<file path="src/rtl/acc_requant.sv">
// rtl/acc_requant.sv - 3-stage requantizer: scale, rounding shift, optional ReLU, zero-point, saturate.
// Optional ReLU before the zero-point add is enabled by defining REQUANT_RELU_EN.
module acc_requant #(
    parameter int ACC_WIDTH   = 16,
    parameter int OUT_WIDTH   = 4,
    parameter int SCALE_WIDTH = 8,
    parameter int SHIFT_WIDTH = 5
) (
    input  logic                   clk,
    input  logic                   reset,
    input  logic [SCALE_WIDTH-1:0] cfg_scale,
    input  logic [SHIFT_WIDTH-1:0] cfg_shift,
    input  logic [OUT_WIDTH-1:0]   cfg_zp,
    input  logic                   in_valid,
    output logic                   in_ready,
    input  logic [ACC_WIDTH-1:0]   in_acc,
    output logic                   out_valid,
    input  logic                   out_ready,
    output logic [OUT_WIDTH-1:0]   out_data,
    output logic [15:0]            sat_count
);

    localparam int P_W = ACC_WIDTH + SCALE_WIDTH + 1;
    localparam int R_W = P_W + 1;
    localparam int T_W = R_W + 1;
    localparam logic signed [T_W-1:0] OUT_MAX = T_W'((2 ** (OUT_WIDTH - 1)) - 1);
    localparam logic signed [T_W-1:0] OUT_MIN = T_W'(-(2 ** (OUT_WIDTH - 1)));

    logic                          v1, v2, v3;
    logic                          load1, load2, load3;
    logic                          accept;

    logic signed [P_W-1:0]         acc_ext, scale_ext, p_next;
    logic signed [P_W-1:0]         p1;
    logic        [SHIFT_WIDTH-1:0] sh1;
    logic        [OUT_WIDTH-1:0]   zp1, zp2;

    logic signed [R_W-1:0]         p_wide, rnd, r_next;
    logic signed [R_W-1:0]         r2;

    logic signed [R_W-1:0]         r_act;
    logic signed [T_W-1:0]         t_sum;
    logic        [OUT_WIDTH-1:0]   out_next;
    logic                          clamped;

    // A stage advances when it is empty or its successor advances (bubble collapse).
    assign load3     = !v3 || out_ready;
    assign load2     = !v2 || load3;
    assign load1     = !v1 || load2;
    assign in_ready  = !reset && load1;
    assign accept    = in_valid && in_ready;
    assign out_valid = v3;

    // Stage 1: signed accumulator times zero-extended unsigned scale.
    always_comb begin
        acc_ext   = {{(P_W - ACC_WIDTH){in_acc[ACC_WIDTH-1]}}, in_acc};
        scale_ext = {{(P_W - SCALE_WIDTH){1'b0}}, cfg_scale};
        p_next    = acc_ext * scale_ext;
    end

    always_ff @(posedge clk) begin
        if (reset) begin
            v1  <= 1'b0;
            p1  <= '0;
            sh1 <= '0;
            zp1 <= '0;
        end else if (load1) begin
            v1 <= accept;
            if (accept) begin
                p1  <= p_next;
                sh1 <= cfg_shift;
                zp1 <= cfg_zp;
            end
        end
    end

    // Stage 2: round-half-up arithmetic shift, one bit wider than p so the bias cannot overflow.
    always_comb begin
        p_wide = {p1[P_W-1], p1};
        rnd    = '0;
        r_next = p_wide;
        if (sh1 == '0) begin
            r_next = p_wide;
        end else if (32'(sh1) >= R_W) begin
            r_next = {R_W{p1[P_W-1]}};
        end else begin
            rnd    = R_W'(1) << (sh1 - 1'b1);
            r_next = (p_wide + rnd) >>> sh1;
        end
    end

    always_ff @(posedge clk) begin
        if (reset) begin
            v2  <= 1'b0;
            r2  <= '0;
            zp2 <= '0;
        end else if (load2) begin
            v2 <= v1;
            if (v1) begin
                r2  <= r_next;
                zp2 <= zp1;
            end
        end
    end

    // Stage 3: optional ReLU, zero-point add, saturate to the signed output range.
    always_comb begin
`ifdef REQUANT_RELU_EN
        r_act = r2[R_W-1] ? '0 : r2;
`else
        r_act = r2;
`endif
        t_sum    = {r_act[R_W-1], r_act} + {{(T_W - OUT_WIDTH){zp2[OUT_WIDTH-1]}}, zp2};
        clamped  = 1'b0;
        out_next = t_sum[OUT_WIDTH-1:0];
        if (t_sum > OUT_MAX) begin
            clamped  = 1'b1;
            out_next = OUT_MAX[OUT_WIDTH-1:0];
        end else if (t_sum < OUT_MIN) begin
            clamped  = 1'b1;
            out_next = OUT_MIN[OUT_WIDTH-1:0];
        end
    end

    always_ff @(posedge clk) begin
        if (reset) begin
            v3        <= 1'b0;
            out_data  <= '0;
            sat_count <= '0;
        end else if (load3) begin
            v3 <= v2;
            if (v2) begin
                out_data <= out_next;
                if (clamped && (sat_count != 16'hFFFF)) begin
                    sat_count <= sat_count + 16'd1;
                end
            end
        end
    end

endmodule
</file>
<file path="config.mk">
export PLATFORM = sky130hd
export DESIGN_NAME = acc_requant
export DESIGN_NICKNAME = d
export VERILOG_FILES = /design/src/rtl/acc_requant.sv
export SDC_FILE = /design/constraint.sdc
export NUM_CORES = 1
export LEC_CHECK = 0
export ABC_CLOCK_PERIOD_IN_PS = 7500
export BUFFER_PORTS_ARGS = -buffer_cell sky130_fd_sc_hd__buf_2
export CORE_AREA = 10 10 183 134
export DETAILED_ROUTE_END_ITERATION = 12
export DIE_AREA = 0 0 193 144
export HOLD_SLACK_MARGIN = 0.08
export PLACE_DENSITY = 0.84
export SYNTH_ARGS = -nofsm -noshare
export SYNTH_HDL_FRONTEND = slang
export SYNTH_SLANG_ARGS = --single-unit
export TNS_END_PERCENT = 50
</file>
<file path="constraint.sdc">
create_clock -name clk -period 7.5 [get_ports clk]
set_input_delay 0.375 -clock clk [delete_from_list [all_inputs] [get_ports clk]]
set_output_delay 0.375 -clock clk [all_outputs]
set_load 0.05 [all_outputs]
</file>
Word-level counts from Yosys, hierarchy flattened
Cells that the tools add are included.
{"block": "classes", "n_addsub": 4, "multipliers": 1, "div": 0, "n_lt_le_gt_ge": 3, "eq_ne": 1, "n_shift": 2, "mux": 6, "bitwise": 0, "n_reduce_logical": 15}
{"op": "$mux 26", "count": 2}
{"op": "$add 26x4->27", "count": 1}
{"op": "$gt 27x4->1 const B", "count": 1}
{"op": "$lt 27x4->1 const B", "count": 1}
{"op": "$add 25x26->26", "count": 1}
{"op": "$shl 1x5->26 const A", "count": 1}
{"op": "$sshr 26x5->26", "count": 1}
{"op": "$mul 16x9->25", "count": 1}
{"op": "$add 16x1->16 const B", "count": 1}
{"op": "$ne 16x16->1 const B", "count": 1}
{"op": "$mux 4", "count": 2}
{"op": "$reduce_and 2->1", "count": 3}
{"op": "$ge 5x5->1 const B", "count": 1}
{"op": "$logic_not 5->1", "count": 1}
{"op": "$sub 5x1->5 const B", "count": 1}
{"op": "$logic_not 1->1", "count": 4}
{"op": "$logic_and 1x1->1", "count": 3}
{"op": "$logic_or 1x1->1", "count": 3}
{"op": "$reduce_and 3->1", "count": 1}
{"op": "$mux 1", "count": 2}
{"block": "word_totals", "reg_bits": 87, "latch_bits": 0, "ramBits": 0, "rom_bits": 0, "in_bits": 37, "out_inout_bits": 22, "word_cells": 42, "memories": 0}

Longest topological paths before layout
Gate-level depths: netlist of the first run.
{"block": "depth", "word_depth": 7, "depth_mapped": 23, "depth_no_buf": 22}

Worst setup path after synthesis of the first run
OpenSTA, ideal clock, no wires.
{"block": "synth_timing", "path_type": "input to register", "startpoint": "input cfg_scale[2]", "endpoint": "register p1[23]", "setup_time_ns": 0.132, "arrival_time_ns": 5.411, "t_required_ns": 7.368, "slack_ns": 1.958, "stages": 21, "path_buffers": 1, "cell_sequence": "clkbuf_1 > nand2_1 > fa_1 > inv_1 > fa_1 > ha_1 > inv_1 > fa_1 > inv_1 > ha_1 > a21o_1 > a21o_1 > a2111oi_0 > a211o_1 > a31oi_1 > a2111oi_0 > nor2_1 > or4_1 > a31oi_1 > xor2_1 > o21ai_0"}
{"block": "synth_between", "elab_chain_len": 1}
{"element": "from (decl)", "line_no": "11", "rtl": "input logic [SCALE_WIDTH-1:0] cfg_scale,"}
{"element": "$mul 16x9->25", "line_no": "58", "rtl": "p_next = acc_ext * scale_ext;"}
{"element": "to (signal assigned)", "line_no": "70", "rtl": "p1 <= p_next;"}
{"element": "to (decl)", "line_no": "34", "rtl": "logic signed [P_W-1:0] p1;"}
Every way passes these cells.
A chain may end at the register's enable or synchronous reset.

Final worst setup path of the first run
Same ends and word-level chain as after synthesis.

==> flow_metrics.tcl, run 1 <==
set metrics [dict create \
    postCtsSetupBuffers 0 \
    vias 12900 \
    hold_depth 3 \
    cts.hold.buffers_added 0 \
    async_flop_share 0 \
    place.port_buffers 58 \
    clock_path_buffers 2 \
    synth_most_common_cell "nand2_1" \
    design_area_um2 14100 \
    core_um2 21100 \
    worstSetupPathType "in2reg" \
    drtAntennaViolNets 0 \
    synth_common_cells "176 x nand2_1, 166 x inv_1, 124 x nor2_1, 111 x a21oi_1, 104 x fa_1" \
    syn_area_per_cell_um2 7.73 \
    cts_resized 0 \
    rr_worst_depth 15 \
    netlist.area_leader.share 0.155 \
    drive_above_1_share 0.0857 \
    syn_inst 1736 \
    clk_pin_slew_ps 70 \
    grt_pass1_vias 12300 \
    die_h_um 144 \
    worst-endpoint-required_ps 7730 \
    cts.sink_count 87 \
    core.rowCount 45 \
    dpl.hpwl_mm 30.3 \
    cts.htree.levels 3 \
    tns_ps 0 \
    via_per_inst 6.37 \
    diodes 0 \
    drc 0 \
    drv_slew 0 \
    hold_viol 0 \
    drt_pass1_iterations 6 \
    min_path_type "in2reg" \
    crit_path_end_kind "flip-flop" \
    max_freq_mhz 174 \
    final_nets 1976 \
    place.gp.congestion 1.00 \
    numCtsBuffers 9 \
    cap_violations 0 \
    tightest_slew_ps 1040 \
    netlist_area_um2 13400 \
    setup_violations 0 \
    syn_nets 1979 \
    leakage_uw 0.00668 \
    ir_worst_vdd_v 0.000121 \
    worst_slack_ps 1760 \
    antenna_found_initial 0 \
    syn2layout_area_growth_pct 5.16 \
    grt_max_degree 54 \
    num_io_pins 59 \
    cts_tree "done" \
    ys_seq_area_frac 0.130 \
    ys.flop_type "dfxtp_1" \
    ys_top_cells_by_area "fa_1 16%, dfxtp_1 13%, ha_1 9.5%" \
    synth-seq-cells 87 \
    initial_core_util 0.635 \
    worst_clock_skew_ps 14.0 \
    yosysUniqueCellTypes 93 \
    powerDensity_nw_per_um2 231 \
    status "finished, final reports clean" \
    drtIter0Drc 1402 \
    holdWs_ps 207 \
    synth-edff-count 0 \
    relSlewSlack 0.309 \
    grt.overflow.total 0 \
    grt_pass1_wl_mm 63.2 \
    critPathLaunchType "input pin" \
    fin_crit_sh 0.766 \
    worstPathArrival_ps 5970 \
    routedWlPerCell_um 18.9 \
    totalWireLength_mm 38.3 \
    rsz0062_at_grt "no" \
    period_needed_ps 5740 \
    place_area_um2 13800 \
    dieArea_um2 27800 \
    power.total_uw 3250 \
    post-place-ws_ps 1480 \
    clk_latency_ps 350 \
    cp_max_fo 16 \
    yosysTopAreaCell "fa_1" \
    grt_usage 0.277 \
    die_width_um 193 \
    yosysWarnings 0 \
    cts_root_buf "clkbuf_16" \
]
==> through the flow <==
stage,utilization,instances
2_1_floorplan,-,1736
3_3_place_gp,0.654,2004
3_5_place_dp,0.654,2004
4_1_cts,0.668,2020
5_1_grt,0.668,2020
6_report,0.668,2020
==> area by class of cell <==
cell class	instances	area (µm²)
sequential	87	1740
multi-input combinational	1396	10700
tap	282	353
fill	1854	7010
timing repair buffer	71	388
clock buffer	10	229
inverter	168	631
clock inverter	6	72.6
==> power by group <==
part / leakage (µW) / switching [µW] / internal, µW
combinational: 0.00582 / 1260 / 883
clock: 0.000150 / 212 / 264
sequential: 0.000714 / 106 / 524
==> metal layers <==
metal	vias to the layer above	global-route usage	share of wire
met3	75	0.0493	0.090
met2	587	0.427	0.44
met5	-	0	0
li1	6100	-	-
met1	6115	0.390	0.45
met4	0	0.0787	0.025
==> logic make-up after synthesis <==
group	Yosys count	synth area share
simple gates	623	0.230
compound gates	456	0.229
xor+xnor	52	0.0340
buf+inv	253	0.0735
fa+ha+maj	206	0.250
flops	87	0.130
mux	59	0.0532
==> critical path, cell delays in order <==
cell       delay, ps
buf_2            260
nand2_1          130
fa_1             550
inv_1             50
fa_1             450
ha_1             290
inv_1             50
fa_1             590
inv_1             70
ha_1             290
a21o_1           180
a21o_1           210
a2111oi_0        630
a211o_1          190
a31oi_1          180
a2111oi_0        470
nor2_1           140
or4_1            410
a31oi_1          200
xor2_1           150
o21ai_0           80
==> registers in the layout, indices dropped and copies added, names as in the netlist <==
signal,cells
out_data,4
out_valid,1
p1,25
r2,26
sat_count,16
sh1,5
v1,1
v2,1
zp1,4
zp2,4
==> placed cells by master, fill, tap and decap left out, types with 34 or more instances in the layout <==
cell type	synthesis	routed
a21o_1	34	34
a21oi_1	111	111
and2_1	95	95
buf_2	10	58
dfxtp_1	87	87
fa_1	104	104
ha_1	102	102
inv_1	166	166
nand2_1	176	176
nand3_1	66	66
nor2_1	124	124
nor3_1	36	35
o21ai_0	100	100
==> worst paths after layout <==
kind                start      to  slack, ps
min reg2reg        zp1[0]  zp1[0]        460
max          cfg_scale[2]  p1[23]       1760
min             cfg_zp[1]  zp1[1]        210
max reg2reg        sh1[0]  r2[14]       1760
No activity file was read; power rests on OpenSTA's default activity.
==> run 2: changes to the inputs <==
ABC_CLOCK_PERIOD_IN_PS = 5640   (was 7500)
clock period = 5.64 ns   (was 7.5 ns; I/O delays follow)
==> flow_metrics.tcl, run 2 (same netlist as run 1, synthesis figures left out) <==
set metrics [dict create \
    min_path_type "in2reg" \
    num_io_pins 59 \
    cap_violations 0 \
    status "finished, final reports clean" \
    internal_power_uw 2240 \
    drv_slew 0 \
    drc 0 \
    grt_max_degree 53 \
    seqPwrFrac 0.189 \
    place.gp.congestion 1.06 \
    dieArea_um2 27800 \
    routedWlPerCell_um 19.3 \
    dpl.hpwl_mm 31.9 \
    ir_worst_vdd_v 0.000175 \
    cts_resized 0 \
    largestRegisters "r2: 26 flops, p1: 25 flops, sat_count: 16 flops" \
    worst-endpoint-required_ps 5860 \
    core.rowCount 45 \
    period_needed_ps 5210 \
    powerDensity_nw_per_um2 305 \
    clk_pin_slew_ps 70 \
    fin_crit_sh 0.924 \
    worstSetupPathType "in2reg" \
    vias 13100 \
    totalWireLength_mm 39.7 \
    critPathLaunchType "input pin" \
    cts.htree.levels 3 \
    postCtsSetupBuffers 0 \
    drt_pass1_iterations 7 \
    final_common_cell "nand2_1" \
    leakage_uw 0.00683 \
    drive_above_1_share 0.103 \
    die_h_um 144 \
    worst_clock_skew_ps 15.1 \
    core_um2 21100 \
    tightest_slew_ps 725 \
    cts_root_buf "clkbuf_16" \
    grt_pass1_wl_mm 64.4 \
    grt_pass1_vias 12700 \
    final_nets 2008 \
    cts.sink_count 87 \
    setup_violations 0 \
    via_per_inst 6.37 \
    cts_tree "done" \
    regMostFlops "r2" \
    rsz0062_at_grt "no" \
    slowest_delay_ps 560 \
    p_switching_uw 2120 \
    grt_usage 0.284 \
    clk_latency_ps 360 \
    diodes 0 \
    drtAntennaViolNets 0 \
    crit_chain "buf_2 > nand2_1 > fa_1 > inv_1 > fa_1 > ha_1 > inv_1 > fa_1 > inv_1 > ha_1 > a21o_1 > a21o_1 > a2111oi_1 > buf_4 > a211o_1 > a31oi_1 > a2111oi_1 > nor2_1 > or4_1 > a31oi_1 > xor2_1 > o21ai_0" \
    max_freq_mhz 192 \
    rrSetupSlack_ps 520 \
    crit_path_end_kind "flip-flop" \
    cp_max_fo 9 \
    crit_slowest_cell "fa_1" \
    place.port_buffers 58 \
    relSlewSlack 0.504 \
    p_clk_frac 0.134 \
    power.total_uw 4370 \
    worst_slack_ps 428 \
    antenna_found_initial 0 \
    p_sw_frac 0.486 \
    hold_viol 0 \
    p_comb_frac 0.677 \
    cts.hold.buffers_added 0 \
    syn2layout_area_growth_pct 6.89 \
    holdWs_ps 136 \
    initial_core_util 0.635 \
    numCtsBuffers 9 \
    largest_register_ffs 26 \
    die_width_um 193 \
    clock_path_buffers 2 \
    worstPathArrival_ps 5430 \
    drtIter0Drc 1223 \
    grt.overflow.total 0 \
    layout_common_cells "176 x nand2_1, 166 x inv_1, 124 x nor2_1, 111 x a21oi_1, 104 x fa_1" \
    post-place-ws_ps 16.9 \
    tns_ps 0 \
]
-- run 2: power groups by stage --
| stage | clock, µW | combinational, µW | sequential, µW |
|---|---|---|---|
| after floorplan | 0 | 2210 | 762 |
| after global placement | 0 | 2790 | 827 |
| after detailed placement | 0 | 2890 | 829 |
| after CTS | 592 | 2910 | 815 |
| after global routing | 618 | 3320 | 823 |
| final | 584 | 2960 | 825 |
-- run 2: worst max-delay path, delay by kind of cell --
kind            cells  cell delay [ps]
compound gates      8             1700
buf+inv             5              520
simple gates        3              640
fa+ha+maj           5             2130
xor+xnor            1              150
-- run 2: layout make-up --
type                    count  area, µm²
flip-flops and latches     87       1740
inverters                 168        631
multi-input cells        1396      10700
clock inverters             7       66.3
repair buffers            103        628
fillers                  1741       6780
well taps                 282        353
clock buffers               9        225
-- run 2: routing by layer --
layer,part of all wire,up-vias,GRT usage
li1,-,6154,-
met5,0,-,0
met2,0.45,555,0.445
met4,0.021,0,0.0658
met1,0.45,6287,0.395
met3,0.087,74,0.0549
-- run 2: path summary, 6_finish.rpt --
| check | from | to | cells after the start |
|---|---|---|---|
| max reg2reg | sh1[1] | r2[3] | 17 |
| max | cfg_scale[1] | p1[23] | 22 |
| min | cfg_zp[2] | zp1[2] | 3 |
| min reg2reg | zp1[1] | zp1[1] | 2 |
-- run 2: stage by stage --
| step | cell area, µm² | cells | util |
|---|---|---|---|
| floorplan | 13400 | 1736 | - |
| global placement | 14000 | 2036 | 0.665 |
| detailed placement | 14000 | 2036 | 0.665 |
| CTS | 14300 | 2052 | 0.679 |
| global route | 14300 | 2052 | 0.679 |
| finish | 14300 | 2052 | 0.679 |
==> run 3: changes to the inputs <==
BUFFER_PORTS_ARGS = -buffer_cell sky130_fd_sc_hd__buf_4   (was -buffer_cell sky130_fd_sc_hd__buf_2)
==> flow_metrics.tcl, run 3 (same netlist as run 1, synthesis figures left out) <==
set metrics [dict create \
    grt_max_degree 54 \
    cts_root_buf "clkbuf_16" \
    ir_worst_vdd_v 0.000203 \
    grt_usage 0.278 \
    grt_pass1_wl_mm 63.2 \
    largest_register_ffs 26 \
    hp-start "cfg_zp[1]" \
    place.port_buffers 58 \
    reg2reg_to "sat_count[0]" \
    place.gp.congestion 1.02 \
    drtAntennaViolNets 0 \
    critPathLaunchType "input pin" \
    initial_core_util 0.635 \
    worst_slack_ps 393 \
    slowest_delay_ps 600 \
    num_io_pins 59 \
    antenna_found_initial 1 \
    via_per_inst 6.34 \
    rrSetupSlack_ps 780 \
    dpl.hpwl_mm 31.1 \
    cp-startpoint "cfg_scale[2]" \
    cts_resized 0 \
    die_width_um 193 \
    die_h_um 144 \
    rr_worst_depth 13 \
    cts.hold.buffers_added 0 \
    worst_clock_skew_ps 14.9 \
    core_um2 21100 \
    largestRegisters "r2: 26 flops, p1: 25 flops, sat_count: 16 flops" \
    clock_path_buffers 2 \
    placed_cells 2026 \
    p_comb_frac 0.674 \
    layout_common_cells "176 x nand2_1, 166 x inv_1, 124 x nor2_1, 111 x a21oi_1, 104 x fa_1" \
    totalWireLength_mm 38.7 \
    grt.overflow.total 0 \
    drv_slew 0 \
    final_cells 2043 \
    routedWlPerCell_um 19.0 \
    p_sw_frac 0.485 \
    seqPwrFrac 0.189 \
    regMostFlops "r2" \
    period_needed_ps 5250 \
    cap_violations 0 \
    power.total_uw 4360 \
    fin_crit_sh 0.930 \
    worstSetupPathType "in2reg" \
    worst-endpoint-required_ps 5860 \
    hold_end "zp1[1]" \
    reg2reg_from "zp2[3]" \
    crit_chain "buf_4 > nand2_1 > fa_1 > inv_1 > fa_1 > ha_1 > inv_1 > fa_1 > inv_1 > ha_1 > a21o_1 > a21o_1 > a2111oi_2 > buf_4 > a211o_1 > a31oi_1 > a2111oi_1 > nor2_1 > or4_1 > a31oi_1 > xor2_1 > o21ai_0" \
    clk_latency_ps 350 \
    p_switching_uw 2110 \
    post-place-ws_ps -70.3 \
    powerDensity_nw_per_um2 302 \
    cts.htree.levels 3 \
    hold_depth 3 \
    vias 13000 \
    drive_above_1_share 0.0983 \
    worstPathArrival_ps 5470 \
    tightest_slew_ps 966 \
    postCtsSetupBuffers 0 \
    relSlewSlack 0.356 \
    holdWs_ps 128 \
    crit_path_end_kind "flip-flop" \
    drt_pass1_iterations 5 \
    final_nets 1998 \
    dieArea_um2 27800 \
    crit_slowest_cell "fa_1" \
    final_common_cell "nand2_1" \
    hold_viol 0 \
    leakage_uw 0.00682 \
    grt_pass1_vias 12300 \
    setup_violations 0 \
    p_clk_frac 0.137 \
    syn2layout_area_growth_pct 7.51 \
    internal_power_uw 2250 \
    max_freq_mhz 191 \
    min_path_type "in2reg" \
    rsz0062_at_grt "no" \
    final_core_util 0.683 \
    numCtsBuffers 9 \
    drc 0 \
    cts_tree "done" \
    core.rowCount 45 \
    cts.sink_count 87 \
    clk_pin_slew_ps 70 \
    cp_max_fo 11 \
    drtIter0Drc 1267 \
    status "finished, final reports clean" \
]
-- run 3: changes by cell type in the layout (fill, tap and decap cells not counted), sizes merged --
cell	delta
buf	-10
clkinv	-2
clkinvlp	+1
diode	+1
inv	+1
-- run 3: worst max path at each step --
stage              to  slack [ps]  cells after the start
4_1_cts        p1[23]         290                     22
6_report       p1[23]         390                     22
3_3_place_gp   p1[23]         110                     22
3_5_place_dp   p1[23]         -70                     22
2_1_floorplan  p1[23]         190                     21
5_1_grt        p1[23]          70                     22
-- run 3: cell type report --
cell class	count	area [µm²]
tap	282	353
multi-input combinational	1396	10700
antenna	1	2.50
inverter	168	631
clock inverter	7	71.3
sequential	87	1740
fill	1758	6690
timing repair buffer	93	698
clock buffer	9	225
-- run 3: power by group through the flow --
stage | Clock (µW) | Combinational (µW) | Sequential (µW)
finish | 597 | 2940 | 826
global route | 628 | 3320 | 825
CTS | 603 | 2890 | 815
detailed placement | 0 | 2870 | 829
global placement | 0 | 2780 | 828
floorplan | 0 | 2210 | 762
-- run 3: metrics by stage --
step,instance area [µm²],setup TNS [ps]
detailed placement,14100,-70.3
CTS,14400,0
finish,14400,0
global placement,14100,0
global route,14400,0
floorplan,13400,0
-- run 3: metal layers --
layer / share of wire / GRT usage / up-vias
met5: 0 / 0 / -
met4: 0.018 / 0.0533 / 0
met3: 0.090 / 0.0664 / 54
met2: 0.44 / 0.429 / 540
met1: 0.45 / 0.388 / 6227
li1: - / - / 6135
-- run 3: critical path: cells and delay by family --
kind | cells | cell delay (ps)
AOI/OAI and AO/OA | 8 | 1690
xor gates and xnor gates | 1 | 160
adders and majority gates | 5 | 2230
buffers and inverters | 5 | 470
and+or+nand+nor | 3 | 630
